[src/rtl/spi_ram_pkg.sv]
// Shared opcode, state and command-word definitions for the SPI RAM controller.
package spi_ram_pkg;

  localparam int unsigned CMD_W  = 10;
  localparam int unsigned OP_W   = 2;
  localparam int unsigned DATA_W = 8;

  localparam logic [OP_W-1:0] OP_WR_ADDR = 2'b00;
  localparam logic [OP_W-1:0] OP_WR_DATA = 2'b01;
  localparam logic [OP_W-1:0] OP_RD_ADDR = 2'b10;
  localparam logic [OP_W-1:0] OP_RD_DATA = 2'b11;

  typedef enum logic [2:0] {
    ST_IDLE    = 3'd0,
    ST_SPI_WR  = 3'd1,
    ST_SPI_RD  = 3'd2,
    ST_SPI_RDW = 3'd3,
    ST_DBG_WR  = 3'd4,
    ST_DBG_RD  = 3'd5,
    ST_DBG_RDW = 3'd6
  } state_t;

  typedef struct packed {
    logic [OP_W-1:0]   op;
    logic [DATA_W-1:0] payload;
  } cmd_t;

endpackage

[src/rtl/spi_ram_ctrl.sv]
// Decodes SPI command words into RAM accesses and arbitrates the RAM port
// between the SPI command path (priority) and a debug/scrub requester.
module spi_ram_ctrl
  import spi_ram_pkg::*;
#(
  parameter int unsigned MEM_DEPTH = 256,
  parameter int unsigned ADDR_SIZE = 8
) (
  input  logic                 clk,
  input  logic                 rst,
  input  logic [CMD_W-1:0]     rx_data,
  input  logic                 rx_valid,
  output logic [DATA_W-1:0]    tx_data,
  output logic                 tx_valid,
  output logic                 ram_we,
  output logic                 ram_re,
  output logic [ADDR_SIZE-1:0] ram_addr,
  output logic [DATA_W-1:0]    ram_wdata,
  input  logic [DATA_W-1:0]    ram_rdata,
  input  logic                 dbg_req,
  input  logic                 dbg_we,
  input  logic [ADDR_SIZE-1:0] dbg_addr,
  input  logic [DATA_W-1:0]    dbg_wdata,
  output logic                 dbg_gnt,
  output logic [DATA_W-1:0]    dbg_rdata,
  output logic                 dbg_rvalid,
  output logic                 cmd_ovf
);

  state_t               state, state_d;
  cmd_t                 pend;
  logic                 pend_valid;
  logic                 consume, accept, drop;
  logic [ADDR_SIZE-1:0] wr_addr, wr_addr_d, rd_addr, rd_addr_d;

  logic                 ram_we_d, ram_re_d, dbg_gnt_d, tx_valid_d, dbg_rvalid_d;
  logic [ADDR_SIZE-1:0] ram_addr_d;
  logic [DATA_W-1:0]    ram_wdata_d, tx_data_d, dbg_rdata_d;

  function automatic logic [ADDR_SIZE-1:0] next_ptr(input logic [ADDR_SIZE-1:0] p);
    return (p == ADDR_SIZE'(MEM_DEPTH - 1)) ? '0 : p + ADDR_SIZE'(1);
  endfunction

  // Pending entry is freed in the cycle IDLE consumes it, so a word arriving then is kept.
  assign accept = rx_valid && (!pend_valid || consume);
  assign drop   = rx_valid && pend_valid && !consume;

  always_ff @(posedge clk or negedge rst) begin
    if (!rst) begin
      state      <= ST_IDLE;
      pend       <= '0;
      pend_valid <= 1'b0;
      cmd_ovf    <= 1'b0;
      wr_addr    <= '0;
      rd_addr    <= '0;
      ram_we     <= 1'b0;
      ram_re     <= 1'b0;
      ram_addr   <= '0;
      ram_wdata  <= '0;
      tx_valid   <= 1'b0;
      tx_data    <= '0;
      dbg_gnt    <= 1'b0;
      dbg_rvalid <= 1'b0;
      dbg_rdata  <= '0;
    end else begin
      state      <= state_d;
      if (accept) begin
        pend       <= cmd_t'(rx_data);
        pend_valid <= 1'b1;
      end else if (consume) begin
        pend_valid <= 1'b0;
      end
      cmd_ovf    <= cmd_ovf | drop;
      wr_addr    <= wr_addr_d;
      rd_addr    <= rd_addr_d;
      ram_we     <= ram_we_d;
      ram_re     <= ram_re_d;
      ram_addr   <= ram_addr_d;
      ram_wdata  <= ram_wdata_d;
      tx_valid   <= tx_valid_d;
      tx_data    <= tx_data_d;
      dbg_gnt    <= dbg_gnt_d;
      dbg_rvalid <= dbg_rvalid_d;
      dbg_rdata  <= dbg_rdata_d;
    end
  end

  // Next state plus next values of the registered outputs: strobes are set on
  // entry to an access state so they line up with that state's cycle.
  always_comb begin
    state_d      = state;
    consume      = 1'b0;
    wr_addr_d    = wr_addr;
    rd_addr_d    = rd_addr;
    ram_we_d     = 1'b0;
    ram_re_d     = 1'b0;
    ram_addr_d   = '0;
    ram_wdata_d  = '0;
    tx_valid_d   = 1'b0;
    tx_data_d    = tx_data;
    dbg_gnt_d    = 1'b0;
    dbg_rvalid_d = 1'b0;
    dbg_rdata_d  = dbg_rdata;

    unique case (state)
      ST_IDLE: begin
        if (pend_valid) begin
          consume = 1'b1;
          case (pend.op)
            OP_WR_ADDR: wr_addr_d = ADDR_SIZE'(pend.payload);
            OP_RD_ADDR: rd_addr_d = ADDR_SIZE'(pend.payload);
            OP_WR_DATA: begin
              state_d     = ST_SPI_WR;
              ram_we_d    = 1'b1;
              ram_addr_d  = wr_addr;
              ram_wdata_d = pend.payload;
            end
            OP_RD_DATA: begin
              state_d    = ST_SPI_RD;
              ram_re_d   = 1'b1;
              ram_addr_d = rd_addr;
            end
          endcase
        end else if (dbg_req && !rx_valid) begin
          // A word arriving this cycle still outranks debug.
          dbg_gnt_d  = 1'b1;
          ram_addr_d = dbg_addr;
          if (dbg_we) begin
            state_d     = ST_DBG_WR;
            ram_we_d    = 1'b1;
            ram_wdata_d = dbg_wdata;
          end else begin
            state_d  = ST_DBG_RD;
            ram_re_d = 1'b1;
          end
        end
      end
      ST_SPI_WR: begin
        wr_addr_d = next_ptr(wr_addr);
        state_d   = ST_IDLE;
      end
      ST_SPI_RD: begin
        rd_addr_d = next_ptr(rd_addr);
        state_d   = ST_SPI_RDW;
      end
      ST_SPI_RDW: begin
        tx_valid_d = 1'b1;
        tx_data_d  = ram_rdata;
        state_d    = ST_IDLE;
      end
      ST_DBG_WR: state_d = ST_IDLE;
      ST_DBG_RD: state_d = ST_DBG_RDW;
      ST_DBG_RDW: begin
        dbg_rvalid_d = 1'b1;
        dbg_rdata_d  = ram_rdata;
        state_d      = ST_IDLE;
      end
      default: state_d = ST_IDLE;
    endcase
  end

endmodule

[config.mk]
export PLATFORM = sky130hd
export DESIGN_NAME = spi_ram_ctrl
export DESIGN_NICKNAME = d
export VERILOG_FILES = /design/src/rtl/spi_ram_pkg.sv /design/src/rtl/spi_ram_ctrl.sv
export SDC_FILE = /design/constraint.sdc
export NUM_CORES = 1
export LEC_CHECK = 0
export ABC_AREA = 1
export CORE_MARGIN = 2
export CORE_UTILIZATION = 46
export DETAILED_ROUTE_END_ITERATION = 12
export GPL_TIMING_DRIVEN = 0
export PLACE_DENSITY = 0.73
export SETUP_SLACK_MARGIN = 0.3
export SYNTH_ARGS = -nofsm -noshare
export SYNTH_HDL_FRONTEND = slang
export SYNTH_SLANG_ARGS = --single-unit
[constraint.sdc]
create_clock -name clk -period 1.8 [get_ports clk]
set_clock_uncertainty 0.05 [all_clocks]
set_input_delay 0.27 -clock clk [delete_from_list [all_inputs] [get_ports clk]]
set_output_delay 0.27 -clock clk [all_outputs]
set_load 0.1 [all_outputs]
== Word level (Yosys, flattened, before mapping) ==
Index checks and enable logic that the tools add are counted.

* Add/subtract/negate cells: 2
* Reductions and logical operators: 16
* Equal/unequal tests: 15
* Bitwise gates (word level): 1
* Multiplexer cells: 41

{| class="wikitable"
|+ Operators by type and width
! operator !! count
|-
| $mux W8 || 14
|-
| $pmux W8 S2 || 3
|-
| $mux W1 || 20
|-
| $add A8 B1 Y8 const B || 2
|-
| $eq A8 B8 Y1 const B || 2
|-
| $pmux W3 S3 || 1
|-
| $eq A3 B2 Y1 const B || 2
|-
| $eq A3 B3 Y1 const B || 2
|-
| $mux W3 || 2
|-
| $pmux W3 S2 || 1
|-
| $reduce_and A3 Y1 || 2
|-
| $reduce_bool A2 Y1 || 3
|-
| $eq A2 B2 Y1 const B || 2
|-
| $logic_and A1 B1 Y1 || 4
|-
| $ne A2 B1 Y1 const B || 2
|-
| $ne A4 B2 Y1 const B || 1
|-
| $eq A3 B1 Y1 const B || 1
|-
| $logic_not A1 Y1 || 3
|-
| $logic_not A3 Y1 || 1
|-
| $ne A3 B3 Y1 const B || 1
|-
| $eq A2 B1 Y1 const B || 1
|-
| $logic_not A2 Y1 || 1
|-
| $ne A2 B2 Y1 const B || 1
|-
| $reduce_and A2 Y1 || 1
|-
| 2 further kinds || 2
|}

* Flip-flop bits (word level): 68
* Output and inout port bits: 38

== Logic depth before layout (Yosys ltp) ==
* Depth in word-level cells: 5
* Gate-level depth with buffers: 9
* Gate-level depth less buffers: 8

== Worst setup path before layout ==
OpenSTA, ideal clock, no wires.

* Kind: reg-to-reg
* Start point: reg state[2]
* End point: reg wr_addr[0]
* Stages on the path, launching flop included: 8
* Path buffers: 1
* Period minus slack after synthesis: 1.377 ns
* Data arrival time: 1.201 ns
* Setup slack: 0.423 ns
* Required time: 1.624 ns
* Library setup time: 0.126 ns
* Cell sequence: dfrtp_1 inv_2 nand2_2 nor2_4 buf_6 nand3_1 o21ai_0 a21oi_1

* Longest elaborated chain between the ends: 3
* Elaborated cells on any way between the ends: 7

{| class="wikitable"
|+ Ends and longest elaborated chain
! item !! line !! source
|-
| start, declared || spi_ram_ctrl.sv:30 || <nowiki>state_t state, state_d;</nowiki>
|-
| start signal, assigned || spi_ram_ctrl.sv:66 || <nowiki>state <= state_d;</nowiki>
|-
| $logic_not A3 Y1 / $eq A3 B1 Y1 (equally long branches) || spi_ram_ctrl.sv:105 || <nowiki>unique case (state)</nowiki>
|-
| $ne A2 B1 Y1 (no line), or another cell as far along || - ||
|-
| $reduce_and A3 Y1 (no line) || - ||
|-
| end signal, assigned || spi_ram_ctrl.sv:74 || <nowiki>wr_addr <= wr_addr_d;</nowiki>
|-
| end, declared || spi_ram_ctrl.sv:34 || <nowiki>logic [ADDR_SIZE-1:0] wr_addr, wr_addr_d, rd_addr, rd_addr_d;</nowiki>
|}

Parallel ways exist; a longest one is shown, timed or not.
A chain may end at the register's enable or synchronous reset.

== Final worst setup path ==
* Start point: reg state[2]
* End point: reg rd_addr[5]

* Longest elaborated chain between the ends: 3
* Elaborated cells on any way between the ends: 7

{| class="wikitable"
|+ Ends and longest elaborated chain
! item !! line !! source
|-
| $logic_not A3 Y1 / $eq A3 B2 Y1 (equally long branches) || spi_ram_ctrl.sv:105 ||
|-
| $ne A2 B1 Y1 (no line), or another cell as far along || - ||
|-
| $reduce_and A3 Y1 (no line) || - ||
|-
| end signal, assigned || spi_ram_ctrl.sv:75 || <nowiki>rd_addr <= rd_addr_d;</nowiki>
|-
| end, declared || spi_ram_ctrl.sv:34 ||
|}

Parallel ways exist; a longest one is shown, timed or not.

==> flow_summary.json <==
{
  "clkSinkCount": 68,
  "seq_area_frac_synth": 0.523,
  "synth-xor-area-share": 0.00269,
  "root_buffer": "clkbuf_8",
  "row_count": 30,
  "start_kind": "flop",
  "syn_area_sq_um": 3250,
  "post-route-drc-count": 0,
  "fmax_ghz": 0.656,
  "crit_cells": 6,
  "hold_ws_ps": -6.66,
  "initial_core_util": 0.476,
  "critPathKind": "flop to flop",
  "regArea_sq_um": 1710,
  "path_cells": "nor2_2, nand2_4, inv_1, nor2_1, nor2_1, a21oi_1",
  "clock_latency_ps": 330,
  "grt_pass1_wl_um": 13400,
  "synth_top_family_by_area": "simple AND/OR/NAND/NOR gates",
  "critPathMostFrequentCell": "nor2_1",
  "grt_max_degree": 69,
  "finalSetupViolCount": 0,
  "synth_area_leader_cell": "dfrtp_1",
  "holdBufCountCts": 0,
  "first_global_vias": 2804,
  "multi_input_area_sq_um": 1400,
  "failed_checks": "negative hold slack",
  "drtIter0Drc": 195,
  "yosys_register_bits": 68,
  "io_pins": 77,
  "vias_per_cell": 5.16,
  "synth.net_count": 421,
  "fill_cells": 618,
  "hold_viol": 3,
  "gp_congestion": 0.916,
  "clock_path_buffers": 2,
  "synth_flop_cell": "dfrtp_1",
  "n_antenna_cell": 0,
  "startpoint": "state[2]",
  "hpwl_um": 6030,
  "cp_max_fo": 9,
  "synth_compound_area_frac": 0.129,
  "wl_per_cell_um": 14.5,
  "ff2ff_path_depth": 6,
  "fin_crit_sh": 0.847,
  "status": "finished, violations left",
  "maxCapViolations": 0,
  "worst-slew-pin-transition_ps": 836,
  "synthTopCellsByArea": "dfrtp_1 (52%), nand2_1 (11%), nand3_1 (6.0%)",
  "htreeDepth": 3,
  "drt_pass1_iterations": 4,
  "rsz0062_at_grt": "true",
  "synth_edf_count": 0,
  "syn_inst": 380,
  "yosys-mux-area-fraction": 0,
  "numCtsBuffers": 9,
  "wl_um": 8400,
  "critical-path-top-delay-family": "simple AND/OR/NAND/NOR gates",
  "antenna_found_initial": 0,
  "synth_fa_ha_area_frac": 0.00770,
  "die_x_um": 88.1,
  "area_delta_synth_final_pct": 31.1,
  "tritoncts": "yes",
  "coreArea_sq_um": 6830,
  "regToRegSetupSlack_ps": 280,
  "dpl_cell_area_sq_um": 4130,
  "nets": 519,
  "cpMaxStageDelayCell": "dfrtp_2",
  "synthDistinctLibCells": 37,
  "utilization": 0.624,
  "yosys_warnings": 0,
  "yosysTopAreaCellShare": 0.523,
  "fin_tns_setup_ps": 0,
  "design_area_sq_um": 4260,
  "synthSimpleGateAreaFrac": 0.272,
  "r2r-start": "state[2]",
  "rr_endpoint": "rd_addr[5]",
  "async_reset_ff_frac": 1.00,
  "drive_above_1_share": 0.247,
  "die_area_sq_um": 7750,
  "gr-total-overflow": 0,
  "critPathCapture": "rd_addr[5]",
  "critPathBufInv": 1,
  "die_h_um": 88.1,
  "gr-usage-all-layers": 0.226,
  "postSynthAreaPerCell_sq_um": 8.55,
  "worst_setup_path_end_kind": "flop",
  "path_clk_slew_ps": 70,
  "vias": 2984,
  "port_buffers": 76,
  "final-max-slew-violation-count": 0,
  "ant_nets": 0,
  "cp_data_required_time_ps": 1960,
  "min_period_ps": 1520,
  "slowest_delay_ps": 440,
  "min_path_type": "primary input to asynchronous set/reset pin",
  "slew_headroom": 0.443,
  "arrival_ps": 1690
}
==> worst min-delay path by stage <==
stage            start         end
2_1_floorplan      rst     cmd_ovf
3_3_place_gp   cmd_ovf     cmd_ovf
3_5_place_dp       rst  tx_data[0]
4_1_cts            rst  tx_data[0]
5_1_grt            rst  tx_data[0]
6_report           rst  tx_data[0]
==> layout by cell type, fill, tap and decap left out, types with 2 or more instances in the layout <==
cell	n
nand2_1	96
dfrtp_1	63
buf_2	39
nand3_1	38
clkdlybuf4s50_1	36
nor2_1	35
inv_1	31
a21oi_1	14
o21ai_0	13
buf_4	11
clkbuf_8	11
inv_2	9
o21ai_1	9
o21ai_2	8
a31oi_1	6
nor2_4	5
nand2_4	5
buf_6	5
a21oi_2	5
dfrtp_2	5
nand2_2	4
clkbuf_1	3
o211ai_1	3
nor3_2	2
nand3_4	2
o21bai_1	2
nor3_1	2
nand4_1	2
ha_1	2
clkinv_2	2
==> Yosys cell counts, types with 2 or more instances <==
| library cell | instances |
|---|---|
| nand2_4 | 2 |
| o21ai_0 | 14 |
| nand2_1 | 98 |
| nand3_1 | 39 |
| o211ai_1 | 3 |
| a21oi_1 | 15 |
| nor2_2 | 2 |
| buf_6 | 4 |
| ha_1 | 2 |
| a31oi_1 | 6 |
| nor2_4 | 2 |
| nor3_2 | 2 |
| inv_2 | 7 |
| nor2_1 | 37 |
| nor3_1 | 2 |
| nand4_1 | 2 |
| o21bai_1 | 2 |
| nand2_2 | 5 |
| dfrtp_1 | 68 |
| inv_1 | 33 |
| a21oi_2 | 5 |
| o21ai_1 | 8 |
| o21ai_2 | 8 |
==> state kept, by name, indices dropped and copies added (netlist names) <==
name        cells
rd_addr         8
state           3
ram_wdata       8
pend           10
ram_addr        8
dbg_rdata       8
tx_valid        1
cmd_ovf         1
ram_re          1
wr_addr         8
pend_valid      1
tx_data         8
ram_we          1
dbg_gnt         1
dbg_rvalid      1
==> kinds of logic after synthesis <==
kind of cell	after synthesis
adders and majority gates	2
buffers and inverters	47
xor gates and xnor gates	1
and+or+nand+nor	195
AOI/OAI and AO/OA	67
DFF	68
==> stage by stage <==
step                cells  worst slack (ps)
floorplan             380               423
global placement      552             -1840
detailed placement    552              -359
CTS                   574               302
global route          578               192
finish                578               276
==> per-layer routing <==
| layer | global-route usage | vias to the layer above | part of all wire |
|---|---|---|---|
| li1 | - | 1446 | - |
| met1 | 0.302 | 1415 | 0.43 |
| met2 | 0.360 | 109 | 0.48 |
| met3 | 0.0405 | 14 | 0.067 |
| met4 | 0.103 | 0 | 0.021 |
| met5 | 0 | - | 0 |
==> worst reg2reg max path, stage by stage (launching register included) <==
cell,delay (ps)
dfrtp_2,440
nor2_2,280
nand2_4,160
inv_1,160
nor2_1,50
nor2_1,170
a21oi_1,90
==> cell type report <==
| type | instances | area share |
|---|---|---|
| multi-input combinational | 265 | 0.328 |
| timing repair buffer | 87 | 0.153 |
| sequential | 68 | 0.401 |
| clock buffer | 13 | 0.0373 |
| inverter | 41 | 0.0373 |
| buffer | 6 | 0.0132 |
| clock inverter | 2 | 0.00235 |
| tap | 96 | 0.0282 |
==> timing repair <==
action,in CTS,in global routing
pin swaps,3,4
hold endpoints to repair,0,0
resized for setup,199,17
endpoints found under the setup margin,69,36
gates cloned,0,1
setup buffers,7,3
Power is not shown: default switching activity piles up to over one toggle a cycle in this logic, so the estimate is an artifact.
